### config.mk
export PLATFORM = sky130hd
export DESIGN_NAME = debug_run_control
export DESIGN_NICKNAME = d
export VERILOG_FILES = /design/src/rtl/debug_run_control_pkg.sv /design/src/rtl/debug_watchdog.sv /design/src/rtl/debug_run_control.sv
export SDC_FILE = /design/constraint.sdc
export NUM_CORES = 1
export LEC_CHECK = 0
export CORE_MARGIN = 1
export CORE_UTILIZATION = 47
export DETAILED_ROUTE_END_ITERATION = 10
export PLACE_DENSITY = 0.8
export SYNTH_ARGS = -nofsm -noshare
export SYNTH_HDL_FRONTEND = slang
export SYNTH_SLANG_ARGS = --single-unit
export TNS_END_PERCENT = 100
### constraint.sdc
create_clock -name clock_i -period 1.9 [get_ports clock_i]
set_clock_uncertainty 0.1 [all_clocks]
set_input_delay 0.285 -clock clock_i [delete_from_list [all_inputs] [get_ports clock_i]]
set_output_delay 0.285 -clock clock_i [all_outputs]
set_load 0.02 [all_outputs]
### src/rtl/debug_run_control_pkg.sv
// Shared definitions for the debug run-control block: command bytes and
// the state encoding that is exported on state_o.
package debug_run_control_pkg;

   localparam int NB_CMD = 8;

   localparam logic [NB_CMD-1:0] CMD_CONT  = 8'h63;  // 'c'
   localparam logic [NB_CMD-1:0] CMD_STEP  = 8'h73;  // 's'
   localparam logic [NB_CMD-1:0] CMD_CLEAR = 8'h78;  // 'x'

   typedef enum logic [2:0] {
      ST_IDLE   = 3'd0,
      ST_RUN    = 3'd1,
      ST_STEP   = 3'd2,
      ST_REPORT = 3'd3,
      ST_DONE   = 3'd4
   } state_e;

endpackage

### src/rtl/debug_watchdog.sv
// Saturating cycle watchdog for continuous runs. expired_o flags the enabled
// cycle that brings the count to its maximum, so a run lasts 2**NB_WDOG-1 cycles.
module debug_watchdog #(
   parameter int NB_WDOG = 16
) (
   input  logic clock_i,
   input  logic reset_i,
   input  logic clear_i,
   input  logic en_i,
   output logic expired_o
);

   localparam logic [NB_WDOG-1:0] WDOG_MAX  = '1;
   localparam logic [NB_WDOG-1:0] WDOG_LAST = WDOG_MAX - NB_WDOG'(1);

   logic [NB_WDOG-1:0] count_q;
   logic [NB_WDOG-1:0] count_d;

   always_comb begin
      count_d = count_q;
      if (clear_i) begin
         count_d = '0;
      end else if (en_i && (count_q != WDOG_MAX)) begin
         count_d = count_q + NB_WDOG'(1);
      end
   end

   // NOTE: sequential state uses non-blocking assignments so every flop samples
   // pre-edge values regardless of process evaluation order.
   always_ff @(posedge clock_i or negedge reset_i) begin
      if (!reset_i) begin
         count_q <= '0;
      end else begin
         count_q <= count_d;
      end
   end

   assign expired_o = en_i && (count_q >= WDOG_LAST);

endmodule

### src/rtl/debug_run_control.sv
// Run-control FSM of the debug unit: decodes UART command bytes into pipeline
// enable, single step, watchdog-limited run, and the report handshake.
module debug_run_control
   import debug_run_control_pkg::*;
#(
   parameter int NB_WDOG = 16
) (
   input  logic              clock_i,
   input  logic              reset_i,
   input  logic              cmd_valid_i,
   input  logic [NB_CMD-1:0] cmd_data_i,
   output logic              cmd_ready_o,
   input  logic              halt_i,
   output logic              en_pipeline_o,
   output logic              clear_o,
   output logic              report_req_o,
   input  logic              report_ack_i,
   output logic              halted_o,
   output logic              timeout_o,
   output logic [2:0]        state_o
);

   state_e state_q, state_d;
   logic   halted_q, halted_d;
   logic   timeout_q, timeout_d;
   logic   clear_q, clear_d;
   logic   wdog_clear;
   logic   wdog_expired;
   logic   cmd_fire;

   assign cmd_ready_o = (state_q == ST_IDLE) || (state_q == ST_DONE);
   assign cmd_fire    = cmd_valid_i && cmd_ready_o;

   debug_watchdog #(.NB_WDOG(NB_WDOG)) u_watchdog (
      .clock_i   (clock_i),
      .reset_i   (reset_i),
      .clear_i   (wdog_clear),
      .en_i      (state_q == ST_RUN),
      .expired_o (wdog_expired)
   );

   // NOTE: every variable driven here gets a default first; a path that left one
   // unassigned would infer a latch.
   always_comb begin
      state_d    = state_q;
      halted_d   = halted_q;
      timeout_d  = timeout_q;
      clear_d    = 1'b0;
      wdog_clear = 1'b0;
      case (state_q)
         ST_IDLE: begin
            if (cmd_fire) begin
               case (cmd_data_i)
                  CMD_CONT: begin
                     state_d    = ST_RUN;
                     wdog_clear = 1'b1;
                  end
                  CMD_STEP:  state_d = ST_STEP;
                  CMD_CLEAR: clear_d = 1'b1;
                  default:   ;
               endcase
            end
         end
         ST_RUN: begin
            // HALT takes priority over a watchdog expiry in the same cycle.
            if (halt_i) begin
               state_d  = ST_REPORT;
               halted_d = 1'b1;
            end else if (wdog_expired) begin
               state_d   = ST_REPORT;
               timeout_d = 1'b1;
            end
         end
         ST_STEP: begin
            state_d = ST_REPORT;
            if (halt_i) begin
               halted_d = 1'b1;
            end
         end
         ST_REPORT: begin
            if (report_ack_i) begin
               state_d = (halted_q || timeout_q) ? ST_DONE : ST_IDLE;
            end
         end
         ST_DONE: begin
            if (cmd_fire && (cmd_data_i == CMD_CLEAR)) begin
               state_d   = ST_IDLE;
               clear_d   = 1'b1;
               halted_d  = 1'b0;
               timeout_d = 1'b0;
            end
         end
         default: state_d = ST_IDLE;
      endcase
   end

   always_ff @(posedge clock_i or negedge reset_i) begin
      if (!reset_i) begin
         state_q   <= ST_IDLE;
         halted_q  <= 1'b0;
         timeout_q <= 1'b0;
         clear_q   <= 1'b0;
      end else begin
         state_q   <= state_d;
         halted_q  <= halted_d;
         timeout_q <= timeout_d;
         clear_q   <= clear_d;
      end
   end

   assign en_pipeline_o = (state_q == ST_RUN) || (state_q == ST_STEP);
   assign report_req_o  = (state_q == ST_REPORT);
   assign clear_o       = clear_q;
   assign halted_o      = halted_q;
   assign timeout_o     = timeout_q;
   assign state_o       = state_q;

endmodule

Word-level counts from Yosys, hierarchy flattened
Index checks and enable logic that the tools add are counted.

Mux-type cells: 23. Order comparisons: 1. Equality and inequality tests: 16. $add $sub $neg: 1. Reduce and logical (&&, ||, !) cells: 15.

Operators with widths (number): $mux W16 (2); $eq A8 B7 Y1 const B (3); $mux W3 (6); $add A16 B1 Y16 const B (1); $ge A16 B16 Y1 const B (1); $ne A16 B16 Y1 const B (1); $pmux W3 S5 (1); $mux W1 (10); $eq A3 B2 Y1 const B (2); $ne A2 B1 Y1 const B (3); $ne A2 B2 Y1 const B (3); $pmux W1 S2 (3); $pmux W3 S2 (1); $reduce_bool A2 Y1 (3); $reduce_and A5 Y1 (1); $logic_and A1 B1 Y1 (4); $reduce_and A4 Y1 (1); $eq A3 B1 Y1 const B (1); $eq A3 B3 Y1 const B (1); $logic_not A3 Y1 (1); $logic_or A1 B1 Y1 (3); $ne A3 B1 Y1 const B (1); $ne A3 B3 Y1 const B (1); $reduce_and A3 Y1 (1); $reduce_or A2 Y1 (1).

Input bits: 13. Bits in registers: 22. Output and inout bits: 9.

Depth between registers and ports, before layout
Gate-level depths: netlist (run 1).

Depth after elaboration: 6. Depth in mapped cells: 7. Depth with buffers taken out: 6.

By module
Synthesis (run 1) repeated with hierarchy kept, for this count alone.

Cell total of the unflattened synthesis: 143. Area, all modules: 1358.8 µm².

Modules (own cells, without submodules): debug_watchdog (cells each 105, times used 1, area an instance 969.7 µm², seq. area each 400.4 µm²); debug_run_control (cells each 38, times used 1, area an instance 389.1 µm², seq. area each 150.1 µm²).

Worst setup path after synthesis (run 1)
No wires, ideal clock.

Path kind: register -> register. Start point: reg state_q[1], in the netlist state_o[1]. End point: reg u_watchdog.count_q[10]. Setup slack: -0.031 ns. Clock period less this slack: 1.931 ns. Setup time: 0.134 ns. Stages on the path, launching flop included: 7. Required time: 1.666 ns. Data arrival time: 1.696 ns. Cell sequence: dfrtp_1 or2_1 inv_2 nand2_1 nor3_1 clkbuf_1 nor2_1.

Longest elaborated chain between the ends: 6. Elaborated cells on any way between the ends: 10. Classes of those cells: eq/ne (2); mux (3); reduce/logical (5).

RTL lines: start: declaration (RTL line debug_run_control.sv:23) `state_e state_q, state_d;`; start signal: assignment (RTL line debug_run_control.sv:104) `state_q <= state_d;`; $eq A3 B3 Y1 or $logic_not A3 Y1 (tied branches) (RTL line debug_run_control.sv:31) `assign cmd_ready_o = (state_q == ST_IDLE) || (state_q == ST_DONE);`; $logic_or A1 B1 Y1 * (RTL line debug_run_control.sv:31); via cmd_ready_o (RTL line debug_run_control.sv:12) `output logic cmd_ready_o,`; $logic_and A1 B1 Y1 * (RTL line debug_run_control.sv:32) `assign cmd_fire = cmd_valid_i && cmd_ready_o;`; $mux W1 * (RTL line debug_run_control.sv:52) `if (cmd_fire) begin`; $mux W1 * (RTL line debug_run_control.sv:50) `case (state_q)`; $mux W16 or $reduce_bool A2 Y1 (tied branches); end signal: assignment (RTL line debug_watchdog.sv:34) `count_q <= count_d;`; end: declaration (RTL line debug_watchdog.sv:16) `logic [NB_WDOG-1:0] count_q;`.

Mark *: on every way through the listed nets, which the timed path passes. The rest lies on a longest branch. A chain may end at the register's enable or synchronous reset.

Worst setup path in the final report (run 1)
Start point: reg u_watchdog.count_q[11]. End point: reg u_watchdog.count_q[7].

Longest elaborated chain between the ends: 3.

RTL lines: $ne A16 B16 Y1 (RTL line debug_watchdog.sv:23) `end else if (en_i && (count_q != WDOG_MAX)) begin`; $logic_and A1 B1 Y1 (RTL line debug_watchdog.sv:23); $reduce_bool A2 Y1 (no line).

No other way between the ends.

==> results of run 1 <==
==> worst register-to-register path: cells and delay by family (launching register included) <==
| family | cells | cell delay (ns) |
|---|---|---|
| AO/OA/AOI/OAI | 2 | 0.26 |
| buffers and inverters | 1 | 0.18 |
| flip-flops | 1 | 0.39 |
| AND/OR/NAND/NOR | 3 | 0.84 |
==> state kept, by name (all words and copies together), names as in the netlist <==
signal and flops:
halted_o 1, timeout_o 1, u_watchdog.count_q 16, clear_o 1, state_o 3
==> final cells by class <==
cell class,count,share of cell area [%]
Tap cell,30,2.14
Inverter,7,1.50
Multi-Input combinational cell,111,41.1
Timing Repair Buffer,44,21.7
Sequential cell,22,31.5
Clock buffer,4,2.07
==> power by group <==
part | internal, mW | total (mW) | leakage [nW] | switching (mW)
Combinational | 0.693 | 1.49 | 0.477 | 0.792
Sequential | 0.658 | 0.826 | 0.237 | 0.169
Clock | 0.117 | 0.256 | 0.0210 | 0.139
==> kinds of logic after synthesis <==
logic type / share of synthesized area [%]
AO/OA/AOI/OAI: 16.6
XOR/XNOR: 5.40
adder cells (fa/ha/maj): 1.93
buffers and inverters: 3.76
flip-flops: 42.4
multiplexers: 0.771
AND/OR/NAND/NOR: 29.1
==> what timing repair did <==
action                     in CTS  in global routing
buffers inserted                2                  0
resized for setup               6                  8
setup endpoints to repair      10                 12
pin swaps                       1                  3
==> synthesized netlist by cell type (all sizes together), types with 2 or more instances <==
master	instances
nand3	6
nand2	14
ha	2
or4	4
a211oi	2
nor3	6
and4	2
inv	7
nand4	2
and2	3
o21ai	7
or2	2
nor2	16
xnor2	8
o211ai	2
nor4	3
clkbuf	3
dfrtp	22
or3	4
o31ai	4
a21oi	10
==> per-layer routing <==
metal  vias up  part of all wire, %  wire length (µm)
li1        611                    -                 -
met4         0                  2.1                68
met5         -                    0                 0
met3        12                  5.8               190
met2        58                   52              1700
met1       619                   40              1310
==> placed cells by master (no fill, tap or decap), types with 3 or more instances in the layout <==
master,count
o21ai_1,4
nor4_2,3
or4_1,3
nor3_1,6
a21oi_1,8
nand2_1,14
clkdlybuf4s50_1,17
inv_1,6
nand3_1,5
and2_1,3
clkbuf_4,3
xnor2_1,8
or3_1,4
nor2_1,16
o31ai_1,4
buf_4,22
dfrtp_1,20
==> worst paths after layout <==
kind | to | cells past startpoint | slack (ns)
max in group asynchronous | state_o[1] | 2 | 1.26
max reg2reg | u_watchdog.count_q[7] | 6 | 0.04
min | u_watchdog.count_q[6] | 2 | 0.21
min in group clock_i | timeout_o | 2 | 0.45
max | u_watchdog.count_q[7] | 6 | 0.04
min reg2reg | timeout_o | 2 | 0.45
==> through the flow <==
| step | cells | utilization [%] | cell area, µm² | TNS (ns) |
|---|---|---|---|---|
| floorplan | 144 | - | 1300 | 0 |
| global placement | 212 | 66.0 | 1680 | 0 |
| detailed placement | 212 | 66.0 | 1680 | -0.119 |
| CTS | 218 | 68.1 | 1730 | 0 |
| global route | 218 | 69.0 | 1760 | -0.180 |
| finish | 218 | 69.0 | 1760 | 0 |
==> flow_metrics.tcl, run 1 <==
set metrics [dict create \
    use_met1_pct 28.1 \
    crit_arrival_ns 1.97 \
    period_needed_ns 1.86 \
    rsz0062_at_grt "true" \
    status "completed" \
    final_antenna_net_count 0 \
    setup_viol 0 \
    endpoint_kind "flip-flop" \
    vdd_ir_drop_max_uv 1010 \
    dp_hpwl_um 2410 \
    io_pins 22 \
    grt_overflow_total 0 \
    drt_pass1_iterations 4 \
    gr-max-usage-layer "met2" \
    routed_wirelength_um 3270 \
    synth.top_cell.area_share_pct 42.4 \
    htreeDepth 1 \
    drcViolationCount 0 \
    ys_ff_latch 22 \
    avgSynthCellArea_um2 9.01 \
    ys_seq_area_share_pct 42.4 \
    multi_input_area_um2 721 \
    die_h_um 54.5 \
    synth_cells 144 \
    startpoint "u_watchdog.count_q[11]" \
    use_met2_pct 47.6 \
    area_growth_pct 35.3 \
    clock-root-buffer "clkbuf_4" \
    synth-edff-count 0 \
    grt_use_met3_pct 4.17 \
    synthFlopType "dfrtp_1" \
    cts_made_buffers 3 \
    fin_nets 204 \
    routedWlPerCell_um 15.0 \
    first_iter_violations 30 \
    vias_per_cell 5.96 \
    initial_utilization_pct 51.0 \
    worstPathRequired_ns 2.00 \
    die-width_um 54.5 \
    cts_tree "done" \
    layout_setup_ws_ns 0.0364 \
    leakagePower_nw 0.736 \
    grt_pass1_wl_um 5440 \
    core_area_mm2 0.00254 \
    die_area_mm2 0.00297 \
    vias 1300 \
    slew_viol_final 0 \
    worstMarginPinSlew_ns 0.439 \
    clock_latency_ns 0.31 \
    cts_sinks 22 \
    place.gp.congestion 0.789 \
    port_buffers 21 \
    clk_pin_slew_ns 0.12 \
    grt_max_degree 23 \
    power.density_mw_per_mm2 1460 \
    crit_path_top_delay_cell "or4_4" \
    finalHoldViolCount 0 \
    crit_family "simple AND/OR/NAND/NOR gates" \
    grt_usage_pct 25.6 \
    yosys.area.top_type "dfrtp_1" \
    drive_above_1_share_pct 23.4 \
    ff_latch_area_um2 553 \
    finalCritPeriodShare_pct 98.1 \
    dp_slack_ns -0.0894 \
    slew_headroom_pct 70.5 \
    power_mw 2.57 \
    antenna_cells 0 \
    grt_pass1_vias 1316 \
    r2r-start "u_watchdog.count_q[11]" \
    async_reset_ff_share_pct 100 \
    whs_ns 0.206 \
    synth_nets 159 \
    yosys-top-cells-area "dfrtp_1 42%, xnor2_1 5.4%, nor2_1 4.6%, nand2_1 4.1%, a21oi_1 3.1%" \
    critPathKind "flip-flop to flip-flop" \
    clockBufferDepth 2 \
    path_cells "nand4_1 > or4_4 > o211ai_2 > buf_4 > or3_1 > a21oi_1" \
    ctsHoldBuffers 0 \
    antenna_found_initial 0 \
    syn-cell-area_mm2 0.00130 \
    row_count 18 \
    slowest_delay_ns 0.60 \
    start_kind "flip-flop" \
    cp_num_buf_inv 1 \
    ys_warn_count 0 \
    maxCapViolations 0 \
    fillers 206 \
    max_freq_mhz 537 \
    ys_types 44 \
    hold_class "input port to asynchronous set/reset pin" \
    path_max_fanout 6 \
]
No activity file was read; power rests on OpenSTA's default activity.
==> run 2, diff against run 1 <==
--- a/config.mk
+++ b/config.mk
@@ -5,10 +5,9 @@
 export SDC_FILE = /design/constraint.sdc
 export NUM_CORES = 1
 export LEC_CHECK = 0
-export CORE_MARGIN = 1
-export CORE_UTILIZATION = 47
+export CORE_UTILIZATION = 24
 export DETAILED_ROUTE_END_ITERATION = 10
-export PLACE_DENSITY = 0.8
+export PLACE_DENSITY = 0.49
 export SYNTH_ARGS = -nofsm -noshare
 export SYNTH_HDL_FRONTEND = slang
 export SYNTH_SLANG_ARGS = --single-unit
==> run 2 against run 1 <==
  * Die area grew 92%
  * Hold slack improved by 0.069 ns
  * Global-route usage shrank 13 points
==> flow_metrics.tcl, run 2 (same netlist as run 1, synthesis figures left out) <==
set metrics [dict create \
    final_antenna_net_count 0 \
    grt_overflow_total 0 \
    finalCritPeriodShare_pct 98.6 \
    final_common_cell "buf_4" \
    die_area_mm2 0.00570 \
    reg2reg_setup_slack_ns 0.03 \
    vdd_ir_drop_max_uv 836 \
    cp_num_buf_inv 1 \
    io_pins 22 \
    r2r-start "u_watchdog.count_q[5]" \
    antenna_cells 0 \
    clk_pin_slew_ns 0.08 \
    largest_reg_flops 16 \
    dp_hpwl_um 2340 \
    hold_class "input port to asynchronous set/reset pin" \
    core_area_mm2 0.00517 \
    cts_made_buffers 3 \
    final.setup.tns_ns 0 \
    vias_per_cell 4.84 \
    setup_viol 0 \
    grt_pass1_wl_um 5210 \
    status "completed" \
    endpoint_kind "flip-flop" \
    die-width_um 75.5 \
    path_cells "nand4_2 > or4_4 > o211ai_4 > buf_6 > o31ai_1 > a21oi_2" \
    grt_max_degree 23 \
    slowest_delay_ns 0.58 \
    start_kind "flip-flop" \
    fin_nets 204 \
    crit_family "simple AND/OR/NAND/NOR gates" \
    regMostFlops "u_watchdog.count_q" \
    grt_usage_pct 12.1 \
    vias 1245 \
    die_h_um 75.5 \
    gr-max-usage-layer "met2" \
    fillers 545 \
    crit_arrival_ns 1.97 \
    r2r.worst_path.cells 6 \
    antenna_found_initial 0 \
    cts_sinks 22 \
    grt_pass1_vias 1178 \
    path_max_fanout 8 \
    ctsHoldBuffers 0 \
    drcViolationCount 0 \
    worstReg2RegEnd "u_watchdog.count_q[13]" \
    post-route-util_pct 35.6 \
    critPathKind "flip-flop to flip-flop" \
    port_buffers 21 \
    routedWlPerCell_um 12.2 \
    drive_above_1_share_pct 24.1 \
    routed_wirelength_um 3130 \
    slew_viol_final 0 \
    slew_headroom_pct 67.3 \
    worstPathRequired_ns 2.00 \
    power.density_mw_per_mm2 1420 \
    final_cell_mix "21 x buf_4, 20 x dfrtp_1, 18 x clkdlybuf4s50_1, 16 x nor2_1, 13 x nand2_1" \
    max_freq_mhz 534 \
    clock-root-buffer "clkbuf_8" \
    place.gp.congestion 0.812 \
    clock_latency_ns 0.26 \
    period_needed_ns 1.87 \
    htreeDepth 1 \
    use_met1_pct 15.8 \
    clockBufferDepth 2 \
    grt_use_met3_pct 3.17 \
    crit_path_top_delay_cell "or4_4" \
    use_met2_pct 20.2 \
    initial_utilization_pct 25.1 \
    first_iter_violations 59 \
    rsz0062_at_grt "true" \
    drt_pass1_iterations 4 \
    maxCapViolations 0 \
    row_count 26 \
    cts_tree "done" \
    area_growth_pct 41.8 \
    finalHoldViolCount 0 \
    worstMarginPinSlew_ns 0.486 \
    leakagePower_nw 0.735 \
]
## run 2: cell types whose count changed in the layout (fill, tap and decap cells not counted), moves of 2 or more
cell / before / now
clkbuf_4: 3 / 0
clkbuf_8: 1 / 3
or4_1: 3 / 1
or4_4: 1 / 3
## run 2: layer usage
metal  vias up  part of all wire, %
li1        613                    -
met1       600                   48
met2        29                   47
met3         3                  4.2
met4         0                 0.54
met5         -                    0
## run 2: worst register-to-register path, stage by stage (launching register included)
cell and delay (ns):
dfrtp_1 0.40, nand4_2 0.13, or4_4 0.58, o211ai_4 0.21, buf_6 0.16, o31ai_1 0.09
a21oi_2 0.13
## run 2: how the worst max path moves through the flow
stage	cells after the start	end	from	slack, ns
final	6	u_watchdog.count_q[13]	u_watchdog.count_q[5]	0.03
after detailed placement	6	u_watchdog.count_q[3]	cmd_data_i[2]	-0.05
after global placement	6	u_watchdog.count_q[3]	cmd_data_i[7]	-0.03
after CTS	6	u_watchdog.count_q[7]	u_watchdog.count_q[5]	0.0001
after floorplan	6	u_watchdog.count_q[5]	u_watchdog.count_q[2]	0.03
after global routing	5	u_watchdog.count_q[13]	state_o[1]	-0.06
## run 2: power breakdown
part / switching [mW] / total, mW / internal, mW / leakage [nW]
combinational: 0.769 / 1.49 / 0.718 / 0.477
clock: 0.149 / 0.291 / 0.142 / 0.0216
sequential: 0.172 / 0.831 / 0.659 / 0.237
total: 1.09 / 2.61 / 1.52 / 0.735
## run 2: timing repair
action,4_1_cts,5_1_grt
gates resized for setup,5,12
setup buffers,1,4
setup endpoints to repair,8,12
pin swaps,1,4
## run 2: final cells by class
cell class / instances / area [µm²] / share of cell area (%)
Tap cell: 70 / 87.6 / 4.76
Inverter: 7 / 26.3 / 1.43
Multi-Input combinational cell: 111 / 743 / 40.4
Clock buffer: 3 / 41.3 / 2.24
Timing Repair Buffer: 44 / 388 / 21.1
Sequential cell: 22 / 553 / 30.1
## run 2: through the flow
step           hold WS, ns  area [µm²]  cells  setup WS (ns)  total power, mW
3_5_place_dp         0.421        1710    249        -0.0542             2.19
4_1_cts              0.285        1760    253      0.0000981             2.49
3_3_place_gp         0.425        1710    249        -0.0295             2.15
5_1_grt              0.304        1840    257        -0.0647             2.84
2_1_floorplan       -0.111        1300    144         0.0293             1.63
6_report             0.275        1840    257         0.0274             2.61
